$ cat src/rtl/rr_mux_arb_pkg.sv
// Shared definitions for the N-channel arbitrated registered multiplexer.
package rr_mux_arb_pkg;

    localparam logic [1:0] MODE_RR    = 2'b00;
    localparam logic [1:0] MODE_FIXED = 2'b01;
    localparam logic [1:0] MODE_FORCE = 2'b10;

    // Channel-index width, never narrower than one bit.
    function automatic int ch_width(input int n);
        return (n > 1) ? $clog2(n) : 1;
    endfunction

endpackage

$ cat src/rtl/rr_mux_arb_arbiter.sv
// Combinational channel arbiter: round-robin, fixed priority or forced select.
module rr_arbiter
    import rr_mux_arb_pkg::*;
#(
    parameter int N_CH = 4,
    parameter int CW   = ch_width(N_CH)
) (
    input  logic [1:0]      mode,
    input  logic [CW-1:0]   ptr,
    input  logic [CW-1:0]   sel,
    input  logic [N_CH-1:0] valid,
    output logic [N_CH-1:0] grant,
    output logic [CW-1:0]   idx,
    output logic            found
);

    localparam int unsigned N_U = N_CH;

    int unsigned ptr_u;
    int unsigned k;

    always_comb begin
        found = 1'b0;
        idx   = '0;
        grant = '0;
        ptr_u = 32'(ptr);
        k     = 0;
        case (mode)
            MODE_FIXED: begin
                for (int unsigned i = 0; i < N_U; i++) begin
                    if (!found && valid[i]) begin
                        found = 1'b1;
                        idx   = CW'(i);
                    end
                end
            end
            MODE_FORCE: begin
                // sel values at or beyond N_CH match no loop index, so never grant
                for (int unsigned i = 0; i < N_U; i++) begin
                    if (32'(sel) == i && valid[i]) begin
                        found = 1'b1;
                        idx   = CW'(i);
                    end
                end
            end
            default: begin
                for (int unsigned i = 0; i < N_U; i++) begin
                    k = (ptr_u + i) % N_U;
                    if (!found && valid[k]) begin
                        found = 1'b1;
                        idx   = CW'(k);
                    end
                end
            end
        endcase
        for (int unsigned i = 0; i < N_U; i++) begin
            grant[i] = found && (32'(idx) == i);
        end
    end

endmodule

$ cat src/rtl/rr_mux_arb.sv
// N-channel, W-bit registered multiplexer with valid/ready handshakes and a built-in arbiter.
module rr_mux_arb
    import rr_mux_arb_pkg::*;
#(
    parameter  int N_CH = 4,
    parameter  int W    = 8,
    localparam int CW   = ch_width(N_CH)
) (
    input  logic              clk,
    input  logic              rst,
    input  logic [1:0]        mode,
    input  logic [CW-1:0]     sel,
    input  logic [N_CH-1:0]   in_valid,
    input  logic [N_CH*W-1:0] in_data,
    output logic [N_CH-1:0]   in_ready,
    output logic              out_valid,
    output logic [W-1:0]      out_data,
    output logic [CW-1:0]     out_ch,
    input  logic              out_ready
);

    localparam int unsigned N_U = N_CH;

    logic [CW-1:0]   ptr;
    logic [N_CH-1:0] grant;
    logic [CW-1:0]   grant_idx;
    logic            grant_any;
    logic            load_en;
    logic            xfer;
    logic            rr_mode;
    logic [W-1:0]    mux_data;
    logic [CW-1:0]   ptr_next;

    rr_arbiter #(
        .N_CH (N_CH),
        .CW   (CW)
    ) u_arb (
        .mode  (mode),
        .ptr   (ptr),
        .sel   (sel),
        .valid (in_valid),
        .grant (grant),
        .idx   (grant_idx),
        .found (grant_any)
    );

    assign load_en  = !out_valid || out_ready;
    assign in_ready = (load_en && !rst) ? grant : '0;
    assign xfer     = |in_ready;
    assign rr_mode  = (mode != MODE_FIXED) && (mode != MODE_FORCE);
    assign ptr_next = (32'(grant_idx) == N_U - 1) ? '0 : grant_idx + 1'b1;

    always_comb begin
        mux_data = '0;
        for (int unsigned i = 0; i < N_U; i++) begin
            if (grant[i]) begin
                mux_data = in_data[i*W +: W];
            end
        end
    end

    always_ff @(posedge clk) begin
        if (rst) begin
            out_valid <= 1'b0;
            out_data  <= '0;
            out_ch    <= '0;
            ptr       <= '0;
        end else if (load_en) begin
            // A drained register with no new grant empties but keeps its last word
            out_valid <= xfer;
            if (xfer) begin
                out_data <= mux_data;
                out_ch   <= grant_idx;
                if (rr_mode) begin
                    ptr <= ptr_next;
                end
            end
        end
    end

endmodule

$ cat config.mk
export PLATFORM = sky130hd
export DESIGN_NAME = rr_mux_arb
export DESIGN_NICKNAME = d
export VERILOG_FILES = /design/src/rtl/rr_mux_arb_pkg.sv /design/src/rtl/rr_mux_arb_arbiter.sv /design/src/rtl/rr_mux_arb.sv
export SDC_FILE = /design/constraint.sdc
export NUM_CORES = 1
export LEC_CHECK = 0
export CAP_MARGIN = 20
export CORE_ASPECT_RATIO = 1.25
export CORE_UTILIZATION = 45
export DETAILED_ROUTE_END_ITERATION = 10
export DONT_BUFFER_PORTS = 1
export SLEW_MARGIN = 20
export SYNTH_ARGS = -nofsm -noshare
export SYNTH_HDL_FRONTEND = slang
export SYNTH_HIERARCHICAL = 1
export SYNTH_SLANG_ARGS = --single-unit
export TNS_END_PERCENT = 5
$ cat constraint.sdc
create_clock -name clk -period 4.9 [get_ports clk]
set_input_delay 0.98 -clock clk [delete_from_list [all_inputs] [get_ports clk]]
set_output_delay 0.98 -clock clk [all_outputs]
set_load 0.01 [all_outputs]
# Yosys cells after proc, flatten, opt, wreduce, memory -nomap -nowiden
# Cells that the tools add are included.
# word_totals
output_inout_bits	15
ff_bits	13
wordCells	97
inputBits	43
# op_classes
n_mux	44
reduce_logical	31
eq_ne	10
n_addsub	4
order_cmp	4
# op_table
cell	count
8-bit two-way mux	4
1-bit two-way mux	24
2-bit two-way mux	9
1-bit logical AND	16
2-bit by 3-bit < comparator with 1-bit output (second input constant)	4
2-bit equality test (second input constant)	5
1-bit binary-select mux with 2-bit select	4
1-bit logical NOT	8
2-bit by 1-bit equality test with 1-bit output (second input constant)	3
2-bit by 1-bit adder with 2-bit output (second input constant)	2
2-bit adder (second input constant)	2
2-bit logical NOT	2
4-bit two-way mux	1
2-bit one-hot mux with 2 select lines	1
4-bit OR reduction	1
3-bit AND reduction	1
2-bit by 1-bit != test with 1-bit output (second input constant)	1
2-bit != test (second input constant)	1
1-bit one-hot mux with 2 select lines	1
2-bit AND reduction	1
2-bit OR reduction	1
1-bit logical OR	1

# Depth between registers and ports, before layout
# Gate-level depths: netlist (run 1).
# logic_depth
ltp_word	22
depth_mapped	12

# Hierarchy
# The synthesis (run 1) kept the hierarchy.
# by_module_without_submodules
mod	area_each_um2	n_inst	cells_per_inst
rr_mux_arb	884.6	1	106
rr_arbiter	410.4	1	54

# Worst setup path before layout (run 1)
# Ideal clock, no wire load.
# synth_timing
path_kind	input to output
from	input mode[0]
to	output in_ready[3]
path_stages	10
n_path_buf	2
path_slack_ns	1.288
arrival_ns	2.632
path_cell_list	inv_1 > ha_1 > nand2_1 > o21ai_0 > a31oi_1 > inv_1 > and2_1 > buf_2 > clkbuf_1 > and3_1
# synth_between
elab_chain_len	5
elab_cells_between_ends	7
classes_between	eq/ne (3); mux (3); reduce/logical (1)
# synth_lines
element	line	source
from (decl)	rr_mux_arb.sv:11	input logic [1:0] mode,
2-bit equality test or 2-bit by 1-bit equality test with 1-bit output (tied branches)	rr_mux_arb_arbiter.sv:28	case (mode)
2-bit one-hot mux with 2 select lines (*)	rr_mux_arb_arbiter.sv:28	
named net grant_idx[1]	rr_mux_arb.sv:26	logic [CW-1:0] grant_idx;
2-bit equality test (*)	rr_mux_arb_arbiter.sv:57	grant[i] = found && (32'(idx) == i);
1-bit logical AND (*)	rr_mux_arb_arbiter.sv:57	
named net grant[3]	rr_mux_arb.sv:25	logic [N_CH-1:0] grant;
4-bit two-way mux (*)	rr_mux_arb.sv:48	assign in_ready = (load_en && !rst) ? grant : '0;
to (decl)	rr_mux_arb.sv:15	output logic [N_CH-1:0] in_ready,
# Mark *: on every way through the listed nets, which the timed path passes. The rest lies on a longest branch.

# Final worst setup path (run 1)
# layout_timing
from	input mode[0]
to	output in_ready[0]
# layout_between
elab_chain_len	5
elab_cells_between_ends	7
classes_between	eq/ne (2); mux (3); reduce/logical (2)
# layout_lines
element	line
2-bit equality test or 2-bit by 1-bit equality test with 1-bit output (tied branches)	rr_mux_arb_arbiter.sv:28
2-bit one-hot mux with 2 select lines (*)	rr_mux_arb_arbiter.sv:28
named net grant_idx[1]	rr_mux_arb.sv:26
2-bit logical NOT (*)	rr_mux_arb_arbiter.sv:57
1-bit logical AND (*)	rr_mux_arb_arbiter.sv:57
named net grant[0]	rr_mux_arb.sv:25
4-bit two-way mux (*)	rr_mux_arb.sv:48
# Marks and branches as above.

==> flow_summary.ini, run 1 <==
[power_and_ir_drop]
leakage_nw = 0.457
p_per_area_nw_per_um2 = 305
vdd_drop_max_v = 0.000147

[critical_path]
rr_startpoint = ptr[0]$_SDFFE_PP0P_
end_kind = output port
critPathMaxFanout = 11
worst_r2r_endpoint = ptr[1]$_SDFFE_PP0P_
r2r_slack_ns = 1.92
critPathKind = primary input to output port
r2r.worst_path.cells = 9
cp_data_arrival_time_ns = 2.92
required_ns = 3.92
start_kind = primary input

[cells_and_area]
layout-drive-gt1-share_pct = 10.8
final_nets = 195
area_growth_pct = -3.57
insertedDiodeCount = 0
fin_cells = 182

[detailed_routing]
viasPerCell = 6.65
drtIter0Drc = 68
ant_nets = 0
avgRoutedWirePerCell_um = 17.3
drt-total-wl_um = 3150
drt_pre_antenna_iters = 4
vias = 1210
drc = 0

[synth]
synth_most_common_cell = inv_1
synth_warnings = 6
yosys.area.top_type = dfxtp_1
yosysSeqAreaShare_pct = 20.1
synth_common_cells = 17 x inv_1, 15 x a21oi_1, 13 x dfxtp_1, 13 x nand2_1, 12 x a31oi_1
synth_cells = 160
synth_top_area_share_pct = 20.1
synth_cell_types = 42
synth_edf_count = 0
syn_area_um2 = 1290
syn-num-nets = 206
synthArstFlopShare_pct = 0
ys_top_cells_by_area = dfxtp_1 20%, a221o_1 6.2%, a21oi_1 5.8%, a31oi_1 5.8%, a311oi_1 5.4%
synth-seq-cells = 13
syn_area_per_cell_um2 = 8.09
ys.flop_type = dfxtp_1

[hold_path]
min_from = out_ch[1]$_SDFFE_PP0P_
hold_class = flop to flop
hold_path_end = out_ch[1]$_SDFFE_PP0P_
hold-path-cell-count = 2

[global_route]
grt_util_all_layers_pct = 19.7
grt_max_degree = 20
grt_pass1_wl_um = 4680
grt_pass1_vias = 1045
grt_overflow = 0
grt_antenna_before_repair = 0

[clock_tree]
clkTransAtPathRegs_ns = 0.08
cts_tree = yes
htreeDepth = 1
cts.sinks = 13
cts_root_buf = clkbuf_4
insertion_delay_ns = 0.28
cts_setup_buffers = 0
post_cts_resized = 0
cts_buffer_depth = 2
cts_buffers = 3
hold_buffers = 0

[floorplanning]
fp-row-count = 21
core_um2 = 2710
design.die.area_um2 = 3100
ios = 58
fp.dieH_um = 62.0
initial_core_util_pct = 47.9
fp.dieW_um = 50.0

[timing]
setup_viol = 0
relSlewSlack_pct = 53.3
hold_viol = 0
whs_ns = 0.525
skew_ns = 0.00283
rsz0062_at_grt = false
worst_slew_pin_slew_ns = 0.698
fin_crit_sh_pct = 79.7
maxSlewViolCount = 0
fin_crit_ns = 3.90
setup_tns_ns = 0
max_freq_mhz = 256

[placed_design]
dpl.hpwl_um = 2340
routabilityCongestion = 0.776
numPortBuffers = 0
dpl.cell_count = 178

[flow_run]
drv_cap = 0

[outcome]
outcome = finished clean
## worst max-delay path by stage
stage / from / to / slack, ns / depth (start not counted)
floorplan: mode[0] / in_ready[3] / 1.29 / 10
global placement: mode[0] / in_ready[0] / 1.04 / 8
detailed placement: mode[0] / in_ready[0] / 1.01 / 8
CTS: mode[0] / in_ready[0] / 1.01 / 8
global route: mode[0] / in_ready[0] / 0.81 / 8
finish: mode[0] / in_ready[0] / 1.0 / 8
## area by class of cell
type | instances | area, µm²
fill | 277 | 1460
multi-input combinational | 112 | 845
clock buffer | 4 | 26.3
tap | 34 | 42.5
timing repair buffer | 1 | 7.51
inverter | 18 | 67.6
sequential | 13 | 260
## critical path, stage by stage
cell     delay [ns]
inv_1          0.02
ha_1           0.39
a21oi_1        0.17
a31oi_1        0.06
a31oi_1        0.26
inv_1          0.13
nor3b_2        0.60
and3_1         0.33
## state kept, by name, summed over array words and instances, names as in the netlist
signal,cells
out_valid,1
out_data,8
out_ch,2
ptr,2
## cell families after synthesis
logic type | after synthesis | share of synthesized area, %
AOI/OAI and AO/OA | 57 | 34.7
and+or+nand+nor | 45 | 21.1
buffers and inverters | 35 | 14.7
DFF | 13 | 20.1
muxes | 6 | 5.89
adders and majority gates | 3 | 2.90
xor gates and xnor gates | 1 | 0.676
## placed cells by master, fill, tap and decap left out, types with 4 or more instances in the layout
| cell type | synthesis | layout |
|---|---|---|
| and3_1 | 4 | 4 |
| nand2_1 | 13 | 13 |
| nor2b_1 | 4 | 4 |
| inv_1 | 17 | 17 |
| a311oi_1 | 8 | 8 |
| a31oi_1 | 12 | 12 |
| a221o_1 | 8 | 8 |
| a21oi_1 | 15 | 15 |
| nand3b_1 | 8 | 8 |
| dfxtp_1 | 13 | 13 |
## stage by stage
step / power [mW] / utilization (%) / instance area, µm² / setup slack (ns)
floorplan: 0.307 / - / 1290 / 1.29
global placement: 0.311 / 45.2 / 1220 / 1.04
detailed placement: 0.316 / 45.2 / 1220 / 1.01
CTS: 0.383 / 46.1 / 1250 / 1.01
global route: 0.409 / 46.1 / 1250 / 0.810
finish: 0.381 / 46.1 / 1250 / 0.996
## metal layers
layer  global-route usage, %  wire length [µm]
met5                       0                 0
met3                    4.62               236
met1                    24.2              1350
met2                    34.7              1540
met4                    4.90                16
## power breakdown
part	internal [mW]	leakage, nW	switching, mW
logic	0.0745	0.335	0.0899
registers	0.123	0.107	0.0259
clock network	0.0316	0.0150	0.0359
(Power assumes the default switching activity.)
==> run 2, diff against run 1 <==
- clock period: 4.9 -> 4 ns (I/O delays scaled with it)
==> run 2 against run 1 <==
  * Combinational power rose by 25%
  * Worst hold slack got worse by 0.0037 ns
  * Sequential cell count did not move
  * Critical path depth did not move
  * Clock power rose by 21%
  * Die area did not move
  * Via count barely moved
  * Routed wire length fell by 2.4%
  * Power rose by 23%
  * Clock skew rose by 0.0032 ns
  * Setup slack got worse by 0.36 ns
  * Global-route usage fell by 0.052 points
  * Critical endpoint unchanged
  * Highest routed layer unchanged
==> flow_summary.ini, run 2 (synthesized netlist as in run 1, its figures left out) <==
[outcome]
outcome = finished clean

[placed_design]
dpl.hpwl_um = 2310
numPortBuffers = 0
routabilityCongestion = 0.831
place_area_um2 = 1240
dpl.cell_count = 180
dp_slack_ns = 0.585

[floorplanning]
design.die.area_um2 = 3100
fp.dieH_um = 62.0
fp-row-count = 21
core_um2 = 2710
initial_core_util_pct = 47.9
ios = 58
fp.dieW_um = 50.0

[global_route]
grt_max_degree = 20
grt_overflow = 0
grt_util_all_layers_pct = 19.6
grt_pass1_wl_um = 4680
grt_pass1_vias = 1008
grt_antenna_before_repair = 0

[critical_path]
required_ns = 3.20
cp_data_arrival_time_ns = 2.57
critPathKind = primary input to output port
end_kind = output port
critPathMaxFanout = 8
start_kind = primary input

[clock_tree]
cts.sinks = 13
hold_buffers = 0
clkTransAtPathRegs_ns = 0.08
cts_setup_buffers = 0
cts_root_buf = clkbuf_4
post_cts_resized = 0
cts_tree = yes
htreeDepth = 1
cts_buffer_depth = 2
insertion_delay_ns = 0.27
cts_buffers = 3

[cells_and_area]
regMostFlops = out_data
post-route-util_pct = 46.7
mostFrequentLayoutCells = 17 x inv_1, 15 x a21oi_1, 13 x nand2_1, 13 x dfxtp_1, 12 x a31oi_1
largest_reg_flops = 8
stdcell_area_um2 = 1260
fin_cells = 184
insertedDiodeCount = 0
area_growth_pct = -2.42
final_nets = 197
reg_top3 = out_data x8, out_ch x2, ptr x2
final_common_cell = inv_1
layout-drive-gt1-share_pct = 12.0

[timing]
fin_crit_sh_pct = 84.2
maxSlewViolCount = 0
relSlewSlack_pct = 62.5
setup_tns_ns = 0
worst_slack_ns = 0.634
hold_viol = 0
setup_viol = 0
worst_slew_pin_slew_ns = 0.563
max_freq_mhz = 297
fin_crit_ns = 3.37
rsz0062_at_grt = false
skew_ns = 0.00607

[detailed_routing]
viasPerCell = 6.58
ant_nets = 0
avgRoutedWirePerCell_um = 16.7
drtIter0Drc = 69
vias = 1211
drt_pre_antenna_iters = 4
drc = 0
drt-total-wl_um = 3070

[power_and_ir_drop]
combPwrFrac_pct = 43.7
pwr-share-clk_pct = 17.4
switching_share_pct = 39.4
internal_power_mw = 0.284
p_seq_share_pct = 38.9
switchingPower_mw = 0.185
p_per_area_nw_per_um2 = 371
leakage_nw = 0.467
vdd_drop_max_v = 0.000175

[hold_path]
hold_class = flop to flop

[flow_run]
drv_cap = 0
run 2: changes by cell type in the layout (fill, tap and decap cells not counted), sizes merged:
cell	before	now
buf	1	3
run 2: power by group through the flow:
| stage | Combinational, mW | Clock (mW) | Sequential, mW |
|---|---|---|---|
| CTS | 0.205 | 0.0836 | 0.183 |
| floorplan | 0.205 | 0 | 0.171 |
| global placement | 0.200 | 0 | 0.185 |
| global route | 0.225 | 0.0864 | 0.187 |
| finish | 0.205 | 0.0815 | 0.182 |
| detailed placement | 0.204 | 0 | 0.185 |
run 2: final timing paths:
path,startpoint,to,slack [ns],depth (start not counted)
max,mode[0],in_ready[0],0.63,8
min,out_ch[0]$_SDFFE_PP0P_,out_ch[0]$_SDFFE_PP0P_,0.52,2
max reg2reg,ptr[0]$_SDFFE_PP0P_,out_data[3]$_SDFFE_PP0P_,1.15,10
min reg2reg,out_ch[0]$_SDFFE_PP0P_,out_ch[0]$_SDFFE_PP0P_,0.52,2
run 2: cell type report:
class,instances,area (µm²)
Clock buffer,4,26.3
Fill cell,278,1440
Inverter,18,67.6
Multi-Input combinational cell,112,845
Sequential cell,13,260
Tap cell,34,42.5
Timing Repair Buffer,3,22.5
run 2: critical path: stages:
cell and delay, ns:
inv_1 0.02, ha_1 0.38, a21oi_1 0.16, a31oi_1 0.06
a31oi_1 0.25, inv_1 0.13, nor3b_2 0.47, and3_1 0.30
run 2: stage by stage:
stage	power [mW]	hold slack, ns
after floorplan	0.376	0.493
after global placement	0.385	0.508
after detailed placement	0.390	0.515
after CTS	0.472	0.527
after global routing	0.498	0.556
final	0.469	0.521
run 2: metal layers:
metal	wire length, µm	vias to the layer above	track usage, %
met1	1290	556	26.5
met2	1450	69	31.0
met5	0	-	0
li1	-	584	-
met3	317	2	4.38
met4	17	0	6.12
